**src/rtl/lv8_ctrl_pkg.sv**
```systemverilog
// Shared LEGv8 control encodings: opcode IDs, sequencer states and datapath select codes.
// Also used by the single-cycle decoder.
package lv8_ctrl_pkg;

    localparam logic [3:0] OpAddi = 4'd0;
    localparam logic [3:0] OpAdds = 4'd1;
    localparam logic [3:0] OpBlt  = 4'd2;
    localparam logic [3:0] OpB    = 4'd3;
    localparam logic [3:0] OpBl   = 4'd4;
    localparam logic [3:0] OpBr   = 4'd5;
    localparam logic [3:0] OpCbz  = 4'd6;
    localparam logic [3:0] OpLdur = 4'd7;
    localparam logic [3:0] OpStur = 4'd8;
    localparam logic [3:0] OpSubs = 4'd9;

    typedef logic [2:0] state_t;

    localparam state_t StRst    = 3'd0;
    localparam state_t StFetch  = 3'd1;
    localparam state_t StDecode = 3'd2;
    localparam state_t StExec   = 3'd3;
    localparam state_t StMem    = 3'd4;
    localparam state_t StWb     = 3'd5;
    localparam state_t StFault  = 3'd6;

    localparam logic [2:0] AluPassB = 3'b000;
    localparam logic [2:0] AluAdd   = 3'b010;
    localparam logic [2:0] AluSub   = 3'b011;

    localparam logic [1:0] WbAlu = 2'b00;
    localparam logic [1:0] WbMdr = 2'b01;
    localparam logic [1:0] WbPc4 = 2'b10;

    localparam logic [1:0] PcPlus4 = 2'b00;
    localparam logic [1:0] PcImm   = 2'b01;
    localparam logic [1:0] PcReg   = 2'b10;

    // Returns {alu_op, alu_src} for the execute step of an opcode.
    function automatic logic [3:0] alu_ctrl(input logic [3:0] op);
        logic [3:0] r;
        r = {AluPassB, 1'b0};
        case (op)
            OpAddi:         r = {AluAdd, 1'b1};
            OpAdds:         r = {AluAdd, 1'b0};
            OpSubs:         r = {AluSub, 1'b0};
            OpLdur, OpStur: r = {AluAdd, 1'b1};
            default:        r = {AluPassB, 1'b0};
        endcase
        return r;
    endfunction

    function automatic logic is_branch(input logic [3:0] op);
        return (op == OpBlt) || (op == OpB) || (op == OpBl) || (op == OpBr) || (op == OpCbz);
    endfunction

    function automatic logic is_mem(input logic [3:0] op);
        return (op == OpLdur) || (op == OpStur);
    endfunction

    function automatic logic is_alu(input logic [3:0] op);
        return (op == OpAddi) || (op == OpAdds) || (op == OpSubs);
    endfunction

endpackage

```
**src/rtl/mem_watchdog.sv**
```systemverilog
// Memory-wait watchdog: counts cycles a request waits for ready and flags the limit.
// The count is held at zero whenever no request is waiting, so every entry starts fresh.
module mem_watchdog #(
    parameter int unsigned MEM_TIMEOUT = 16
) (
    input  logic clk,
    input  logic reset_n,
    input  logic active_i,
    input  logic ready_i,
    output logic timeout_o
);

    localparam int unsigned CW = $clog2(MEM_TIMEOUT);
    localparam logic [CW-1:0] Limit = CW'(MEM_TIMEOUT - 1);

    logic [CW-1:0] cnt_q, cnt_d;

    always_comb begin
        cnt_d = '0;
        if (active_i && !ready_i) begin
            cnt_d = cnt_q + CW'(1);
        end
    end

    // Fires on the MEM_TIMEOUT-th waiting cycle; a ready in that cycle suppresses it.
    assign timeout_o = active_i && !ready_i && (cnt_q == Limit);

    always_ff @(posedge clk or negedge reset_n) begin
        if (!reset_n) begin
            cnt_q <= '0;
        end else begin
            cnt_q <= cnt_d;
        end
    end

endmodule

```
**src/rtl/mc_sequencer.sv**
```systemverilog
// Multi-cycle LEGv8 control sequencer: FETCH/DECODE/EXEC/MEM/WB with ready handshakes,
// memory-wait watchdog, sticky fault and retired-instruction counter.
module mc_sequencer
    import lv8_ctrl_pkg::*;
#(
    parameter int unsigned MEM_TIMEOUT = 16,
    parameter int unsigned CNT_W       = 32
) (
    input  logic             clk,
    input  logic             reset_n,
    input  logic [3:0]       opid,
    input  logic [3:0]       flags,
    input  logic             alu_zero,
    input  logic             imem_ready,
    input  logic             dmem_ready,
    output logic             imem_req,
    output logic             ir_we,
    output logic             dmem_req,
    output logic             dmem_we,
    output logic             mdr_we,
    output logic             alu_src,
    output logic [2:0]       alu_op,
    output logic             flag_we,
    output logic             reg_we,
    output logic [1:0]       wb_sel,
    output logic             pc_we,
    output logic [1:0]       pc_sel,
    output logic             fault,
    output logic [CNT_W-1:0] retired
);

    state_t           state_q, state_d;
    logic [3:0]       opid_q, opid_d;
    logic [CNT_W-1:0] retired_q, retired_d;
    logic             wd_active, wd_ready, wd_timeout;

    assign wd_active = (state_q == StFetch) || (state_q == StMem);
    assign wd_ready  = (state_q == StFetch) ? imem_ready : dmem_ready;

    mem_watchdog #(
        .MEM_TIMEOUT(MEM_TIMEOUT)
    ) u_mem_watchdog (
        .clk      (clk),
        .reset_n  (reset_n),
        .active_i (wd_active),
        .ready_i  (wd_ready),
        .timeout_o(wd_timeout)
    );

    always_comb begin
        state_d = state_q;
        opid_d  = opid_q;
        case (state_q)
            StRst:   state_d = StFetch;
            StFetch: begin
                if (imem_ready) begin
                    state_d = StDecode;
                end else if (wd_timeout) begin
                    state_d = StFault;
                end
            end
            StDecode: begin
                opid_d  = opid;
                state_d = (opid > OpSubs) ? StFault : StExec;
            end
            StExec: begin
                if (is_branch(opid_q)) begin
                    state_d = StFetch;
                end else if (is_mem(opid_q)) begin
                    state_d = StMem;
                end else begin
                    state_d = StWb;
                end
            end
            StMem: begin
                if (dmem_ready) begin
                    state_d = (opid_q == OpStur) ? StFetch : StWb;
                end else if (wd_timeout) begin
                    state_d = StFault;
                end
            end
            StWb:    state_d = StFetch;
            StFault: state_d = StFault;
            default: state_d = StFault;
        endcase
    end

    always_comb begin
        imem_req = 1'b0;
        ir_we    = 1'b0;
        dmem_req = 1'b0;
        dmem_we  = 1'b0;
        mdr_we   = 1'b0;
        alu_src  = 1'b0;
        alu_op   = AluPassB;
        flag_we  = 1'b0;
        reg_we   = 1'b0;
        wb_sel   = WbAlu;
        pc_we    = 1'b0;
        pc_sel   = PcPlus4;
        fault    = 1'b0;
        case (state_q)
            StFetch: begin
                imem_req = 1'b1;
                ir_we    = imem_ready;
            end
            StExec: begin
                {alu_op, alu_src} = alu_ctrl(opid_q);
                flag_we = (opid_q == OpAdds) || (opid_q == OpSubs);
                case (opid_q)
                    OpB: begin
                        pc_we  = 1'b1;
                        pc_sel = PcImm;
                    end
                    OpBl: begin
                        pc_we  = 1'b1;
                        pc_sel = PcImm;
                        reg_we = 1'b1;
                        wb_sel = WbPc4;
                    end
                    OpBr: begin
                        pc_we  = 1'b1;
                        pc_sel = PcReg;
                    end
                    OpBlt: begin
                        pc_we  = 1'b1;
                        pc_sel = (flags[3] ^ flags[0]) ? PcImm : PcPlus4;
                    end
                    OpCbz: begin
                        pc_we  = 1'b1;
                        pc_sel = alu_zero ? PcImm : PcPlus4;
                    end
                    default: ;
                endcase
            end
            StMem: begin
                dmem_req = 1'b1;
                alu_op   = AluAdd;
                alu_src  = 1'b1;
                dmem_we  = (opid_q == OpStur);
                if (dmem_ready) begin
                    if (opid_q == OpStur) begin
                        pc_we = 1'b1;
                    end else begin
                        mdr_we = 1'b1;
                    end
                end
            end
            StWb: begin
                reg_we = 1'b1;
                pc_we  = 1'b1;
                wb_sel = (opid_q == OpLdur) ? WbMdr : WbAlu;
                if (is_alu(opid_q)) begin
                    {alu_op, alu_src} = alu_ctrl(opid_q);
                end
            end
            StFault: fault = 1'b1;
            default: ;
        endcase
    end

    assign retired_d = retired_q + CNT_W'(pc_we);
    assign retired   = retired_q;

    always_ff @(posedge clk or negedge reset_n) begin
        if (!reset_n) begin
            state_q   <= StRst;
            opid_q    <= 4'd0;
            retired_q <= '0;
        end else begin
            state_q   <= state_d;
            opid_q    <= opid_d;
            retired_q <= retired_d;
        end
    end

endmodule

```
**config.mk**
```make
export PLATFORM = sky130hd
export DESIGN_NAME = mc_sequencer
export DESIGN_NICKNAME = d
export VERILOG_FILES = /design/src/rtl/lv8_ctrl_pkg.sv /design/src/rtl/mem_watchdog.sv /design/src/rtl/mc_sequencer.sv
export SDC_FILE = /design/constraint.sdc
export NUM_CORES = 1
export LEC_CHECK = 0
export CAP_MARGIN = 20
export CORE_MARGIN = 2
export CORE_UTILIZATION = 44
export CTS_CLUSTER_SIZE = 28
export DETAILED_ROUTE_END_ITERATION = 6
export GPL_TIMING_DRIVEN = 0
export PLACE_DENSITY_LB_ADDON = 0.08
export SLEW_MARGIN = 5
export SYNTH_ARGS = -nofsm -noshare
export SYNTH_HDL_FRONTEND = slang
export SYNTH_HIERARCHICAL = 1
export SYNTH_SLANG_ARGS = --single-unit
```
**constraint.sdc**
```tcl
create_clock -name clk -period 2.7 [get_ports clk]
set_input_delay 0.27 -clock clk [delete_from_list [all_inputs] [get_ports clk]]
set_output_delay 0.27 -clock clk [all_outputs]
set_load 0.02 [all_outputs]
```
==> flow_summary.yaml, run 1 <==
synth:
  synth_most_common_cell: "dfrtp_1"
  async_flop_share_pct: 100
  avgSynthCellArea_um2: 10.2
  synthFlopType: "dfrtp_1"
  synth_top_cell_by_area: "dfrtp_1"
  synth_warnings: 6
  synth_top_cells_by_count: "43 x dfrtp_1, 20 x xor2_1, 19 x nand2_1"
  yosysUniqueCellTypes: 44
  synth_seq_cells: 43
  synth_nets: 245
  syn_area_um2: 2330
  synth_cells: 229
  seq_area_frac_synth_pct: 46.1
  synth_edf_count: 0
  synthTopCellsByArea: "dfrtp_1 46%, xor2_1 7.5%, xnor2_1 4.5%"
  synth_top_area_share_pct: 46.1
drt:
  wl_met3_um: 259
  wl_met1_um: 2540
  drt-total-wl_um: 5200
  dr_wl_met2_um: 2330
  detail_route.vias_per_cell: 5.20
  ant_nets: 0
  dr.pass1.iters: 6
  route.detailed.drc: 0
  first_iter_violations: 102
  routedWlPerCell_um: 14.0
  vias: 1933
  routed.top_layer: "met4"
clock_network:
  path_clk_slew_ns: 0.08
  cts.sinks: 43
  cts_tree: "built"
  htree_levels: 2
  cts_root_buffer: "clkbuf_8"
  numCtsBuffers: 5
  clk_path_buf_depth: 2
  clk_latency_ns: 0.29
sta:
  finClkSkew_ns: 0.00312
  finalCritPeriodShare_pct: 94.8
  slew_violations: 0
  relSlewSlack_pct: 56.6
  finalSetupViolCount: 0
  fin_ws_ns: 0.142
  hold_viol_final: 0
  tightest_slew_ns: 0.646
  hold_ws_ns: 0.377
  fin_setup_tns_ns: 0
  timing.final.crit_period_ns: 2.56
  rsz0062_at_grt: "false"
  fmax_mhz: 391
place:
  dp_slack_ns: -0.0732
  portBuffers: 58
  dp_hpwl_um: 3570
  finalWeightedCongestion: 0.828
  placed_cells: 358
power_and_ir_drop:
  power.density_nw_per_um2: 699
  p_switching_uw: 874
  pwr-share-comb_pct: 44.1
  p_sw_share_pct: 38.5
  clockPowerShare_pct: 17.3
  irDropWorstVdd_mv: 0.554
  leakage_uw: 0.00145
  internal-power_uw: 1390
  seq_power_share_pct: 38.7
cells_and_area:
  antenna_cells: 0
  final_cells: 372
  area_growth_pct: 39.2
  drive_gt1_share_pct: 17.2
  finalNetCount: 317
floorplan:
  pin_count: 62
  dieArea_um2: 5900
  floorplan.initialDensity_pct: 45.7
  fp.dieH_um: 76.8
  die_w_um: 76.8
  core_um2: 5110
  fp-row-count: 26
grt:
  grt_pass1_wl_um: 8260
  grt_pass1_vias: 1702
  grt_max_degree: 34
  grt_usage_pct: 17.4
  antenna_found_initial: 0
  overflow: 0
critical_path:
  slowest_stage: "or4_1"
  crit_type: "reg2reg"
  worstPathArrival_ns: 2.78
  crit_chain: "and3_1 -> or4_1 -> o21ai_2 -> ha_2 -> ha_4 -> and4_4 -> nand3_4 -> nor3_4 -> xor2_1"
  cp-end-kind: "flop"
  cp_max_fo: 7
  cp-startpoint: "opid_q[2]"
  cp_slowest_stage_delay_ns: 0.51
  crit_path_start_kind: "flop"
  r2r-start: "opid_q[2]"
  worstRegToRegCells: 9
  worstPathRequired_ns: 2.92
worst_hold_path:
  hold_class: "in2async"
run_status:
  status: "finished, final reports clean"
flow_run:
  drv_cap: 0
-- final cells by class --
cell class / count / area, µm²
sequential: 43 / 1080
clock buffer: 7 / 76.3
clock inverter: 1 / 5.00
inverter: 10 / 37.5
fill: 457 / 1860
tap: 70 / 87.6
timing repair buffer: 65 / 643
multi-input combinational: 169 / 1280
buffer: 7 / 35.0
-- routing by layer --
layer | up-vias | global-route usage, %
met1 | 922 | 26.2
met2 | 45 | 24.6
met3 | 8 | 3.65
li1 | 958 | -
met4 | 0 | 6.00
met5 | - | 0
-- state kept, by name (all words and copies together), names as in the netlist --
| signal | cells |
|---|---|
| opid_q | 4 |
| retired | 32 |
| state_q | 3 |
| u_mem_watchdog/cnt_q | 4 |
-- critical path, delay by kind of cell (launching register included) --
family / cells / cell delay (ns)
adders and majority gates: 2 / 0.39
AOI/OAI and AO/OA: 1 / 0.10
and+or+nand+nor: 5 / 1.36
DFF: 1 / 0.45
xor gates and xnor gates: 1 / 0.17
-- what timing repair did --
action	CTS	global route
hold buffers	1	0
gates resized for setup	7	15
setup endpoints to repair	9	21
setup buffers	0	5
gates cloned	0	1
pin swaps	0	5
endpoints found under the hold margin	10	0
-- cell usage in the layout, fill, tap and decap left out, drive strengths merged --
| cell | n |
|---|---|
| inv | 10 |
| mux2i | 2 |
| a21oi | 4 |
| nor2 | 15 |
| or2b | 1 |
| or2 | 1 |
| nor2b | 1 |
| dfrtp | 43 |
| a31oi | 2 |
| clkbuf | 12 |
| o21ba | 1 |
| nand3 | 12 |
| and4 | 7 |
| buf | 9 |
| xor2 | 20 |
| nand2b | 2 |
| clkinv | 1 |
| nor4b | 1 |
| nor4 | 5 |
| nand2 | 19 |
| a32oi | 2 |
| xnor2 | 12 |
| mux2 | 5 |
| o31a | 1 |
| dlygate4sd3 | 1 |
| ha | 3 |
| nand4 | 6 |
| nor3 | 17 |
| conb | 1 |
| o41ai | 1 |
| and2 | 2 |
| or3b | 2 |
| and3 | 8 |
| a21o | 1 |
| clkdlybuf4s50 | 57 |
| o21ai | 11 |
| nand3b | 2 |
| o21a | 1 |
| or4 | 1 |
-- per-stage QoR --
stage / area (µm²) / total power, µW / util, %
2_1_floorplan: 2340 / 1460 / -
3_3_place_gp: 3010 / 1810 / 58.8
3_5_place_dp: 3020 / 1820 / 59.1
4_1_cts: 3150 / 2220 / 61.6
5_1_grt: 3250 / 2440 / 63.6
6_report: 3250 / 2270 / 63.6
-- cell families (layout without fill, tap and decap cells) --
family / after synthesis / in the layout / synth area share, %
adders and majority gates: 3 / 3 / 1.61
buffers and inverters: 18 / 90 / 3.27
AOI/OAI and AO/OA: 24 / 24 / 6.33
muxes: 7 / 7 / 3.27
other: 1 / 1 / 0.161
DFF: 43 / 43 / 46.1
and+or+nand+nor: 101 / 102 / 27.2
xor gates and xnor gates: 32 / 32 / 12.0
-- power groups by stage --
| stage | combinational (µW) | clock (µW) | sequential, µW |
|---|---|---|---|
| after floorplan | 584 | 0 | 881 |
| after global placement | 952 | 0 | 861 |
| after detailed placement | 960 | 0 | 859 |
| after CTS | 964 | 406 | 851 |
| after global routing | 1100 | 438 | 899 |
| final | 1000 | 392 | 878 |
-- final timing paths --
path                                      endpoint  slack [ns]
min in group clk                       retired[31]        0.47
max reg2reg                            retired[26]        0.14
min                        u_mem_watchdog/cnt_q[2]        0.38
min reg2reg                            retired[31]        0.47
max                                    retired[26]        0.14
max in group asynchronous                opid_q[2]        1.85
No activity file was read; power rests on OpenSTA's default activity.
==> inputs of run 2 (changes only) <==
--- a/config.mk
+++ b/config.mk
@@ -11,7 +11,7 @@
 export CTS_CLUSTER_SIZE = 28
 export DETAILED_ROUTE_END_ITERATION = 6
 export GPL_TIMING_DRIVEN = 0
-export PLACE_DENSITY_LB_ADDON = 0.08
+export PLACE_DENSITY = 0.76
 export SLEW_MARGIN = 5
 export SYNTH_ARGS = -nofsm -noshare
 export SYNTH_HDL_FRONTEND = slang
==> flow_summary.yaml, run 2 (synthesis results as in run 1) <==
drt:
  routedWlPerCell_um: 13.9
  ant_nets: 0
  route.detailed.drc: 0
  detail_route.vias_per_cell: 5.19
  drt-total-wl_um: 5140
  vias: 1922
  dr.pass1.iters: 4
  first_iter_violations: 86
power_and_ir_drop:
  internal-power_uw: 1390
  clockPowerShare_pct: 17.6
  pwr-share-comb_pct: 43.5
  p_sw_share_pct: 38.7
  power.density_nw_per_um2: 701
  leakage_uw: 0.00144
  seq_power_share_pct: 38.9
  p_switching_uw: 876
  irDropWorstVdd_mv: 0.650
flow_run:
  drv_cap: 0
clock_network:
  htree_levels: 2
  clk_path_buf_depth: 2
  path_clk_slew_ns: 0.09
  cts.sinks: 43
  clk_latency_ns: 0.30
  cts_tree: "built"
  cts_root_buffer: "clkbuf_8"
  numCtsBuffers: 5
place:
  placed_cells: 358
  place_area_um2: 3020
  dp_hpwl_um: 3660
  portBuffers: 58
  finalWeightedCongestion: 0.831
  dp_slack_ns: -0.0635
critical_path:
  worstPathArrival_ns: 2.84
  cp-end-kind: "flop"
  r2r-start: "opid_q[2]"
  crit_type: "reg2reg"
  rr_endpoint: "retired[20]"
  cp_max_fo: 7
  worstPathRequired_ns: 2.92
  worstRegToRegCells: 9
  crit_path_start_kind: "flop"
  cp_slowest_stage_delay_ns: 0.51
  slowest_stage: "or4_4"
  crit_chain: "and3_1 -> or4_4 -> o21ai_2 -> ha_2 -> ha_4 -> and4_4 -> nand4_4 -> nor3_4 -> xor2_1"
  reg2reg_slack_ns: 0.09
cells_and_area:
  finalNetCount: 315
  multi_input_area_um2: 1270
  fillers: 442
  final_common_cell: "clkdlybuf4s50_1"
  seq_area_um2: 1080
  antenna_cells: 0
  area_growth_pct: 38.3
  final_cells: 370
  mostFrequentLayoutCells: "57 x clkdlybuf4s50_1, 41 x dfrtp_1, 20 x xor2_1"
  largest_reg_flops: 32
  final_util_pct: 63.2
  drive_gt1_share_pct: 16.7
  fin_area_um2: 3230
floorplan:
  die_w_um: 76.8
  floorplan.initialDensity_pct: 45.7
  fp-row-count: 26
  fp.dieH_um: 76.8
  dieArea_um2: 5900
  pin_count: 62
  core_um2: 5110
sta:
  finalSetupViolCount: 0
  fmax_mhz: 382
  timing.final.crit_period_ns: 2.61
  hold_viol_final: 0
  tightest_slew_ns: 0.685
  slew_violations: 0
  relSlewSlack_pct: 54.0
  fin_setup_tns_ns: 0
  fin_ws_ns: 0.0854
  finClkSkew_ns: 0.0125
  finalCritPeriodShare_pct: 96.8
run_status:
  status: "finished, final reports clean"
grt:
  grt_pass1_wl_um: 8470
  grt_max_degree: 30
  grt_usage_pct: 17.5
  use_met3_pct: 3.76
  gr-max-usage-layer: "met2"
  grt_pass1_vias: 1828
  overflow: 0
  use_met2_pct: 27.4
  grt_use_met1_pct: 24.8
  antenna_found_initial: 0
worst_hold_path:
  hold_class: "in2async"
[run 2: worst max path at each step]
stage / from / depth (start not counted) / endpoint / slack (ns)
finish: opid_q[2] / 9 / retired[20] / 0.09
global route: opid_q[2] / 9 / retired[20] / -0.004
CTS: opid_q[2] / 9 / retired[21] / 0.03
detailed placement: opid_q[2] / 10 / retired[16] / -0.06
global placement: state_q[2] / 9 / retired[16] / -0.05
floorplan: opid_q[2] / 10 / retired[16] / 0.07
[run 2: final cells by class]
class | instances | area share, %
inverters | 10 | 1.16
multi-input cells | 169 | 39.5
clock inverters | 2 | 0.388
flip-flops and latches | 43 | 33.4
plain buffers | 7 | 1.09
clock buffers | 6 | 2.25
repair buffers | 63 | 19.5
well taps | 70 | 2.71
[run 2: routing by layer]
metal / up-vias / part of all wire (%)
met2: 50 / 46
met1: 922 / 48
met4: 0 / 0.53
met5: - / 0
li1: 946 / -
met3: 4 / 4.9
[run 2: what timing repair did]
action                                  CTS  global route
pin swaps                                 0             4
endpoints found under the setup margin    9            20
hold endpoints to repair                 14             0
gates resized for setup                   5            15
gates cloned                              0             1
setup buffers                             1             2
hold buffers                              1             0
[run 2: per-stage QoR]
stage	hold slack [ns]	total power, µW
2_1_floorplan	-0.0256	1460
3_3_place_gp	0.453	1810
3_5_place_dp	0.202	1820
4_1_cts	0.422	2230
5_1_grt	0.437	2410
6_report	0.407	2260
[run 2: power groups by stage]
stage | logic (µW) | registers, µW | clock network [µW]
after floorplan | 584 | 881 | 0
after global placement | 948 | 859 | 0
after detailed placement | 958 | 862 | 0
after CTS | 973 | 853 | 408
after global routing | 1080 | 901 | 434
final | 983 | 879 | 399
[run 2: critical path, delay by kind of cell (launching register included)]
kind | cells | cell delay, ns
simple gates | 5 | 1.44
flops | 1 | 0.45
fa+ha+maj | 2 | 0.39
xor+xnor | 1 | 0.18
compound gates | 1 | 0.09
